## src/rtl/cnn_seq_pkg.sv

```systemverilog
// Shared types and constants for the CNN layer sequencer.
// Optional feature macro: CNN_SEQ_PERF_EN (adds the perf_cycles counter).
package cnn_seq_pkg;

    // FSM encoding kept as plain constants so older tools and dumps decode it the same way.
    typedef logic [2:0] seq_state_t;

    localparam seq_state_t IDLE  = 3'd0;
    localparam seq_state_t ISSUE = 3'd1;
    localparam seq_state_t WAIT  = 3'd2;
    localparam seq_state_t WRITE = 3'd3;
    localparam seq_state_t CLEAR = 3'd4;
    localparam seq_state_t DONE  = 3'd5;

    // Setting-register condition codes.
    localparam logic [1:0] SET_READY = 2'b11;
    localparam logic [1:0] SET_CLEAR = 2'b00;

    function automatic logic state_is_busy(input seq_state_t s);
        return (s == ISSUE) || (s == WAIT) || (s == WRITE) || (s == CLEAR);
    endfunction

endpackage

```

## src/rtl/cnn_layer_sequencer_if.sv

```systemverilog
// Handshake bundle between the layer sequencer, setting register, PE array and output buffer.
// Optional feature macro: CNN_SEQ_PERF_EN (adds perf_cycles).
interface cnn_layer_sequencer_if #(
    parameter int unsigned ADDR_W = 16
);
    logic [1:0]        setting_done_condition;
    logic              pe_start;
    logic [ADDR_W-1:0] pe_base_addr;
    logic              pe_done;
    logic              out_wr_en;
    logic [ADDR_W-1:0] out_addr;
    logic              set_clr_signal;
    logic [1:0]        set_clr_data;
    logic              busy;
    logic              layer_done;
`ifdef CNN_SEQ_PERF_EN
    logic [31:0]       perf_cycles;
`endif

    // Sequencer side.
    modport master (
        input  setting_done_condition, pe_done,
        output pe_start, pe_base_addr, out_wr_en, out_addr,
        output set_clr_signal, set_clr_data, busy, layer_done
`ifdef CNN_SEQ_PERF_EN
        , output perf_cycles
`endif
    );

    // Environment side (setting register, PE array, output buffer).
    modport slave (
        output setting_done_condition, pe_done,
        input  pe_start, pe_base_addr, out_wr_en, out_addr,
        input  set_clr_signal, set_clr_data, busy, layer_done
`ifdef CNN_SEQ_PERF_EN
        , input perf_cycles
`endif
    );

endinterface

```

## src/rtl/cnn_pixel_counter.sv

```systemverilog
// Output-pixel row/col walker with incrementally maintained input and output addresses.
// Addresses are built by adds only: +1 per column, and +KSIZE on a row wrap for the input
// window base (skipping the KSIZE-1 columns that have no full window).
module cnn_pixel_counter #(
    parameter int unsigned OUT_W  = 26,
    parameter int unsigned OUT_H  = 26,
    parameter int unsigned KSIZE  = 3,
    parameter int unsigned ADDR_W = 16
) (
    input  logic              clk,
    input  logic              rst,
    input  logic              clear_i,
    input  logic              advance_i,
    output logic              last_o,
    output logic [ADDR_W-1:0] base_addr_o,
    output logic [ADDR_W-1:0] out_addr_o
);

    logic [ADDR_W-1:0] row_q, row_d;
    logic [ADDR_W-1:0] col_q, col_d;
    logic [ADDR_W-1:0] base_q, base_d;
    logic [ADDR_W-1:0] oaddr_q, oaddr_d;
    logic              col_last;
    logic              row_last;

    assign col_last = (col_q == ADDR_W'(OUT_W - 1));
    assign row_last = (row_q == ADDR_W'(OUT_H - 1));

    // Next position: clear wins over advance; a column wrap moves to the next row.
    always_comb begin
        row_d   = row_q;
        col_d   = col_q;
        base_d  = base_q;
        oaddr_d = oaddr_q;
        if (clear_i) begin
            row_d   = '0;
            col_d   = '0;
            base_d  = '0;
            oaddr_d = '0;
        end else if (advance_i) begin
            oaddr_d = oaddr_q + ADDR_W'(1);
            if (col_last) begin
                col_d  = '0;
                row_d  = row_q + ADDR_W'(1);
                base_d = base_q + ADDR_W'(KSIZE);
            end else begin
                col_d  = col_q + ADDR_W'(1);
                base_d = base_q + ADDR_W'(1);
            end
        end
    end

    // Counter and address registers.
    always_ff @(posedge clk or posedge rst) begin
        if (rst) begin
            row_q   <= '0;
            col_q   <= '0;
            base_q  <= '0;
            oaddr_q <= '0;
        end else begin
            row_q   <= row_d;
            col_q   <= col_d;
            base_q  <= base_d;
            oaddr_q <= oaddr_d;
        end
    end

    assign last_o      = col_last && row_last;
    assign base_addr_o = base_q;
    assign out_addr_o  = oaddr_q;

endmodule

```

## src/rtl/cnn_layer_sequencer.sv

```systemverilog
// Walks every output pixel of one conv layer once image and weights are loaded, then clears
// the setting register and pulses layer_done. All outputs are decoded from registered state.
// Optional feature macro: CNN_SEQ_PERF_EN (adds a saturating busy-cycle counter, perf_cycles).
module cnn_layer_sequencer
    import cnn_seq_pkg::*;
#(
    parameter int unsigned IMG_W  = 28,
    parameter int unsigned IMG_H  = 28,
    parameter int unsigned KSIZE  = 3,
    parameter int unsigned ADDR_W = 16
) (
    input  logic                   clk,
    input  logic                   rst,
    cnn_layer_sequencer_if.master  bus
);

    localparam int unsigned OUT_W = IMG_W - KSIZE + 1;
    localparam int unsigned OUT_H = IMG_H - KSIZE + 1;

    if (longint'(IMG_W) * longint'(IMG_H) > (longint'(1) << ADDR_W)) begin : g_bad_addr_w
        $error("cnn_layer_sequencer: IMG_W*IMG_H does not fit in ADDR_W bits");
    end
    if ((KSIZE > IMG_W) || (KSIZE > IMG_H)) begin : g_bad_ksize
        $error("cnn_layer_sequencer: KSIZE larger than the feature map");
    end

    seq_state_t        state_q, state_d;
    logic              cnt_clear;
    logic              cnt_advance;
    logic              cnt_last;
    logic              start;
    logic [ADDR_W-1:0] base_addr;
    logic [ADDR_W-1:0] out_addr;

    cnn_pixel_counter #(
        .OUT_W  (OUT_W),
        .OUT_H  (OUT_H),
        .KSIZE  (KSIZE),
        .ADDR_W (ADDR_W)
    ) u_pixel_counter (
        .clk         (clk),
        .rst         (rst),
        .clear_i     (cnt_clear),
        .advance_i   (cnt_advance),
        .last_o      (cnt_last),
        .base_addr_o (base_addr),
        .out_addr_o  (out_addr)
    );

    // Next-state and counter control; the counter is rewound at start and after the last pixel.
    always_comb begin
        state_d     = state_q;
        cnt_clear   = 1'b0;
        cnt_advance = 1'b0;
        start       = 1'b0;
        case (state_q)
            IDLE: begin
                if (bus.setting_done_condition == SET_READY) begin
                    state_d   = ISSUE;
                    cnt_clear = 1'b1;
                    start     = 1'b1;
                end
            end
            ISSUE: state_d = WAIT;
            WAIT: begin
                if (bus.pe_done) begin
                    state_d = WRITE;
                end
            end
            WRITE: begin
                if (cnt_last) begin
                    state_d   = CLEAR;
                    cnt_clear = 1'b1;
                end else begin
                    state_d     = ISSUE;
                    cnt_advance = 1'b1;
                end
            end
            CLEAR:   state_d = DONE;
            DONE:    state_d = IDLE;
            default: state_d = IDLE;
        endcase
    end

    // State register.
    always_ff @(posedge clk or posedge rst) begin
        if (rst) begin
            state_q <= IDLE;
        end else begin
            state_q <= state_d;
        end
    end

    assign bus.pe_start       = (state_q == ISSUE);
    assign bus.pe_base_addr   = base_addr;
    assign bus.out_wr_en      = (state_q == WRITE);
    assign bus.out_addr       = out_addr;
    assign bus.set_clr_signal = (state_q == CLEAR);
    assign bus.set_clr_data   = SET_CLEAR;
    assign bus.busy           = state_is_busy(state_q);
    assign bus.layer_done     = (state_q == DONE);

`ifdef CNN_SEQ_PERF_EN
    logic [31:0] perf_q, perf_d;

    // Busy-cycle count: zeroed on start, saturating, held while idle.
    always_comb begin
        perf_d = perf_q;
        if (start) begin
            perf_d = '0;
        end else if (state_is_busy(state_q) && (perf_q != 32'hFFFF_FFFF)) begin
            perf_d = perf_q + 32'd1;
        end
    end

    // Perf counter register.
    always_ff @(posedge clk or posedge rst) begin
        if (rst) begin
            perf_q <= '0;
        end else begin
            perf_q <= perf_d;
        end
    end

    assign bus.perf_cycles = perf_q;
`else
    logic unused_start;
    assign unused_start = start;
`endif

endmodule

```

## src/flat_wrapper.sv

```systemverilog
// flat-port wrapper written by rule: the top's interface ports become plain ports
module cnn_layer_sequencer_flat import cnn_seq_pkg::*;
#(
    parameter int unsigned IMG_W  = 28,
    parameter int unsigned IMG_H  = 28,
    parameter int unsigned KSIZE  = 3,
    parameter int unsigned ADDR_W = 16
)
  (clk, rst, bus_setting_done_condition, bus_pe_done, bus_pe_start, bus_pe_base_addr, bus_out_wr_en, bus_out_addr, bus_set_clr_signal, bus_set_clr_data, bus_busy, bus_layer_done);
  cnn_layer_sequencer_if #(.ADDR_W(ADDR_W)) bus_i ();
  input  logic clk;
  input  logic rst;
  input wire logic [$bits(bus_i.setting_done_condition)-1:0] bus_setting_done_condition;
  input wire logic [$bits(bus_i.pe_done)-1:0] bus_pe_done;
  output wire logic [$bits(bus_i.pe_start)-1:0] bus_pe_start;
  output wire logic [$bits(bus_i.pe_base_addr)-1:0] bus_pe_base_addr;
  output wire logic [$bits(bus_i.out_wr_en)-1:0] bus_out_wr_en;
  output wire logic [$bits(bus_i.out_addr)-1:0] bus_out_addr;
  output wire logic [$bits(bus_i.set_clr_signal)-1:0] bus_set_clr_signal;
  output wire logic [$bits(bus_i.set_clr_data)-1:0] bus_set_clr_data;
  output wire logic [$bits(bus_i.busy)-1:0] bus_busy;
  output wire logic [$bits(bus_i.layer_done)-1:0] bus_layer_done;
  assign bus_i.setting_done_condition = bus_setting_done_condition;
  assign bus_i.pe_done = bus_pe_done;
  assign bus_pe_start = bus_i.pe_start;
  assign bus_pe_base_addr = bus_i.pe_base_addr;
  assign bus_out_wr_en = bus_i.out_wr_en;
  assign bus_out_addr = bus_i.out_addr;
  assign bus_set_clr_signal = bus_i.set_clr_signal;
  assign bus_set_clr_data = bus_i.set_clr_data;
  assign bus_busy = bus_i.busy;
  assign bus_layer_done = bus_i.layer_done;
  cnn_layer_sequencer #(.IMG_W(IMG_W), .IMG_H(IMG_H), .KSIZE(KSIZE), .ADDR_W(ADDR_W)) u_core (.clk(clk), .rst(rst), .bus(bus_i));
endmodule
```

## config.mk

```make
export PLATFORM = sky130hd
export DESIGN_NAME = cnn_layer_sequencer_flat
export DESIGN_NICKNAME = d
export VERILOG_FILES = /design/src/rtl/cnn_seq_pkg.sv /design/src/rtl/cnn_layer_sequencer_if.sv /design/src/rtl/cnn_pixel_counter.sv /design/src/rtl/cnn_layer_sequencer.sv /design/src/flat_wrapper.sv
export SDC_FILE = /design/constraint.sdc
export NUM_CORES = 1
export LEC_CHECK = 0
export CAP_MARGIN = 30
export CORE_MARGIN = 4
export CORE_UTILIZATION = 40
export CTS_CLUSTER_DIAMETER = 150
export CTS_CLUSTER_SIZE = 14
export DETAILED_ROUTE_END_ITERATION = 12
export PLACE_DENSITY_LB_ADDON = 0.3
export SYNTH_ARGS = -nofsm -noshare
export SYNTH_HDL_FRONTEND = slang
export SYNTH_HIERARCHICAL = 1
export SYNTH_SLANG_ARGS = --single-unit
```

## constraint.sdc

```tcl
create_clock -name clk -period 9.85 [get_ports clk]
set_input_delay 1.97 -clock clk [delete_from_list [all_inputs] [get_ports clk]]
set_output_delay 1.97 -clock clk [all_outputs]
set_load 0.1 [all_outputs]
```

==> results.md <==
- Reg area: ~1700 um2
- YS warnings: 6
- Core area: 8810 um2
- Die H: between 100 and 150 um
- Initial antenna violation count: 0
- Switching Share: around two fifths
- Clock transition at the registers of the reported paths: 70 ps
- DIE WIDTH: 104 um
- RSZ-0062 raised after global routing: false
- Final setup fails: 0
- Data required, critical path: 10100 ps
- Synth unique cells: 47
- Share of power burned in registers: 38.5%
- Clock Latency Late Sink: ~330 ps
- Fmax: 210 MHz
- Post-CTS setup repair buffer count: 0
- Total power: roughly 0.87 mW
- Period utilization: between 40% and 50%
- Post-DP HPWL: around 5.2 mm
- Minimum clock period: roughly 4800 ps
- Combinational share of power: 33.9%
- Post-CTS Hold Buffers: 0
- Cell accounting for the most synthesized area: dfrtp_1
- P_int: 0.513 mW
- Post-synth top cells: 67 x dfrtp_1, 39 x nor2_1, 30 x a21oi_1
- Synthesis-to-finish area growth: 19.5%
- Mapped Cells: about 380
- Top post-synthesis cells by area: dfrtp_1 46%, xor2_1 5.3%, a21oi_1 4.1%, nor2_1 4.0%, nand3_1 3.0%
- H-tree Lvls: 3
- Grt ovf: 0
- Clock power frac: 27.6%
- Final Max Slew Viols: 0
- Inserted Diodes: 0
- Remaining antenna violation count after routing: 0
- Routability Congestion: 0.799
- Setup ws final: approximately 5100 ps
- Flops & latches, synth: 67
- Area of the multi-input gates: approximately 1900 um2
- Critical setup path kind: reg2reg
- Status: finished, final reports clean
- Share of layout cells above drive strength 1: ~8.2%
- CTS tree: done
- EDFF count, synth: 0
- Mapped cell area: between 3000 and 4000 um2
- WL/cell: 14.8 um
- Clock Skews: ~10 ps
- First-pass GRT wire length: around 14 mm
- Initial DRC Count: between 100 and 150
- Nets: 435
- Post-synth ARST share: 100%
- Leakage: around 1.8 nW
- P_sw: between 0.3 and 0.4 mW
- Cell Count, Final, Fillers Out: about 540
- Mean Syn Cell Area: about 9.5 um2
- Power Dens Cells: between 200 and 250 nW/um2
- Fin. Hold Viols: 0
- CP Launch Type: register
- Register area share after synthesis: between 40% and 50%
- Worst slew margin: 34.6%
- Max Root-Sink Buffers: 2
- Final hold slack: 558 ps
- Drt total wl: slightly below 8 mm
- Worst Hold Class: reg2reg
- TNS Setup: 0 ps
- Max-cap check violation count: 0
- Synth top area share: approximately 46%
- Commonest register cell after synthesis: dfrtp_1
- GR Util All Layers: roughly 15%
- I/O Buffers: between 40 and 50
- Detailed-route via count: just over 3000
- Inserted Clock Buffers: 9
- Fillers: 844
- Root buffer selected by CTS: clkbuf_8
- Place WS: 5070 ps
- Largest net degree at the start of global routing: between 60 and 70
- Initial Util: roughly two fifths
- Die area: 10700 um2
- Cell Rows: 34
- Least-Margin Pin Slew: around 980 ps
- Setup crit end kind: register
- Boundary Pins: 44
- Maximum vdd drop: 80.1 uV
- Critical Path Fanout Max: a little over 60
- Placed cell count: 520
- Most common cell in the synthesized netlist: dfrtp_1
- TritonRoute pass-1 iters: 4
- Clk sink count: between 60 and 70
- Crit path DAT: 5010 ps
- Vias in the first global route: about 3000
- Post-CTS sizing: 0
- DRC viols: 0
- Vias per std cell: between 5 and 6
-- layer usage --
layer	track usage [%]	vias to the layer above	wire, um
met3	2.92	8	205
li1	-	1469	-
met5	0	-	0
met4	5.22	0	82
met1	20.6	1499	4010
met2	24.3	58	3610
-- kinds of logic (layout without fill, tap and decap cells) --
logic type | Yosys count | after routing | synth area share, %
muxes | 6 | 6 | 1.78
DFF | 67 | 67 | 45.9
buffers and inverters | 27 | 70 | 3.53
xor gates and xnor gates | 33 | 33 | 7.92
adders and majority gates | 7 | 7 | 2.60
and+or+nand+nor | 175 | 175 | 26.7
other | 1 | 2 | 0.103
AOI/OAI and AO/OA | 68 | 68 | 11.4
-- worst max-delay path, stage by stage (launching register included) --
cell and delay (ps):
dfrtp_1 440, inv_1 80, ha_1 130, nor4b_1 400, nand2_1 460, nor3_1 540, and4_1 370, nand3_1 150
a21oi_4 140, buf_4 520, o2111a_1 380, nand4_1 330, or4_1 570, a21oi_1 150
-- state kept, by name, summed over array words and instances (netlist names) --
signal	cells
u_core/u_pixel_counter/base_addr_o	16
u_core/u_pixel_counter/col_q	16
u_core/u_pixel_counter/out_addr_o	16
u_core/u_pixel_counter/row_q	16
u_core/state_q	3
-- through the flow --
step | utilization [%] | cell area [um2]
6_report | 49.5 | 4360
5_1_grt | 49.5 | 4360
3_3_place_gp | 47.1 | 4150
4_1_cts | 49.5 | 4360
3_5_place_dp | 47.1 | 4150
2_1_floorplan | - | 3650
-- worst paths after layout --
path                                                               end                                   start  cells past startpoint  slack (ps)
worst min register to register  u_core/u_pixel_counter/base_addr_o[15]  u_core/u_pixel_counter/base_addr_o[15]                      2         560
worst max register to register  u_core/u_pixel_counter/base_addr_o[15]         u_core/u_pixel_counter/col_q[1]                     13        5090
worst max-delay path            u_core/u_pixel_counter/base_addr_o[15]         u_core/u_pixel_counter/col_q[1]                     13        5090
max in group asynchronous             u_core/u_pixel_counter/row_q[13]                                     rst                      3        7090
min in group asynchronous                            u_core/state_q[0]                                     rst                      2        1850
worst min-delay path            u_core/u_pixel_counter/base_addr_o[15]  u_core/u_pixel_counter/base_addr_o[15]                      2         560
-- placed cells by master, fill, tap and decap left out, types with 2 or more instances in the layout --
cell / Yosys / layout
or3_1: 13 / 13
nand4_1: 15 / 15
a21o_1: 2 / 2
a21oi_1: 30 / 29
nor2_1: 39 / 39
ha_1: 6 / 6
mux2i_1: 2 / 2
and4_1: 9 / 9
clkbuf_8: 0 / 12
o21ai_0: 15 / 15
clkdlybuf4s50_1: 0 / 41
nor4_1: 4 / 4
o2111ai_1: 2 / 2
and3_1: 8 / 8
nor3_1: 9 / 8
dfrtp_1: 67 / 67
xnor2_1: 11 / 11
inv_1: 10 / 9
conb_1: 1 / 2
nor2b_1: 6 / 6
nand3_1: 22 / 22
or4b_2: 2 / 2
xor2_1: 22 / 22
mux2_2: 4 / 4
clkinvlp_4: 0 / 2
nor3b_1: 2 / 2
or4_1: 13 / 13
nand2_1: 23 / 23
o31ai_1: 12 / 12
or2_2: 2 / 2
o2111a_1: 2 / 2
buf_4: 3 / 3
-- power by group through the flow --
| stage | registers [mW] | clock network [mW] | logic, mW |
|---|---|---|---|
| floorplan | 0.416 | 0 | 0.156 |
| global placement | 0.340 | 0 | 0.295 |
| detailed placement | 0.341 | 0 | 0.298 |
| CTS | 0.336 | 0.248 | 0.298 |
| global route | 0.341 | 0.261 | 0.315 |
| finish | 0.336 | 0.241 | 0.296 |
-- layout make-up --
class	instances	area share (%)
repair buffers	44	9.93
clock buffers	13	3.87
multi-input cells	291	42.8
inverters	10	0.861
well taps	108	3.10
flip-flops and latches	67	38.4
clock inverters	3	1.03
No activity file was read; power rests on OpenSTA's default activity.
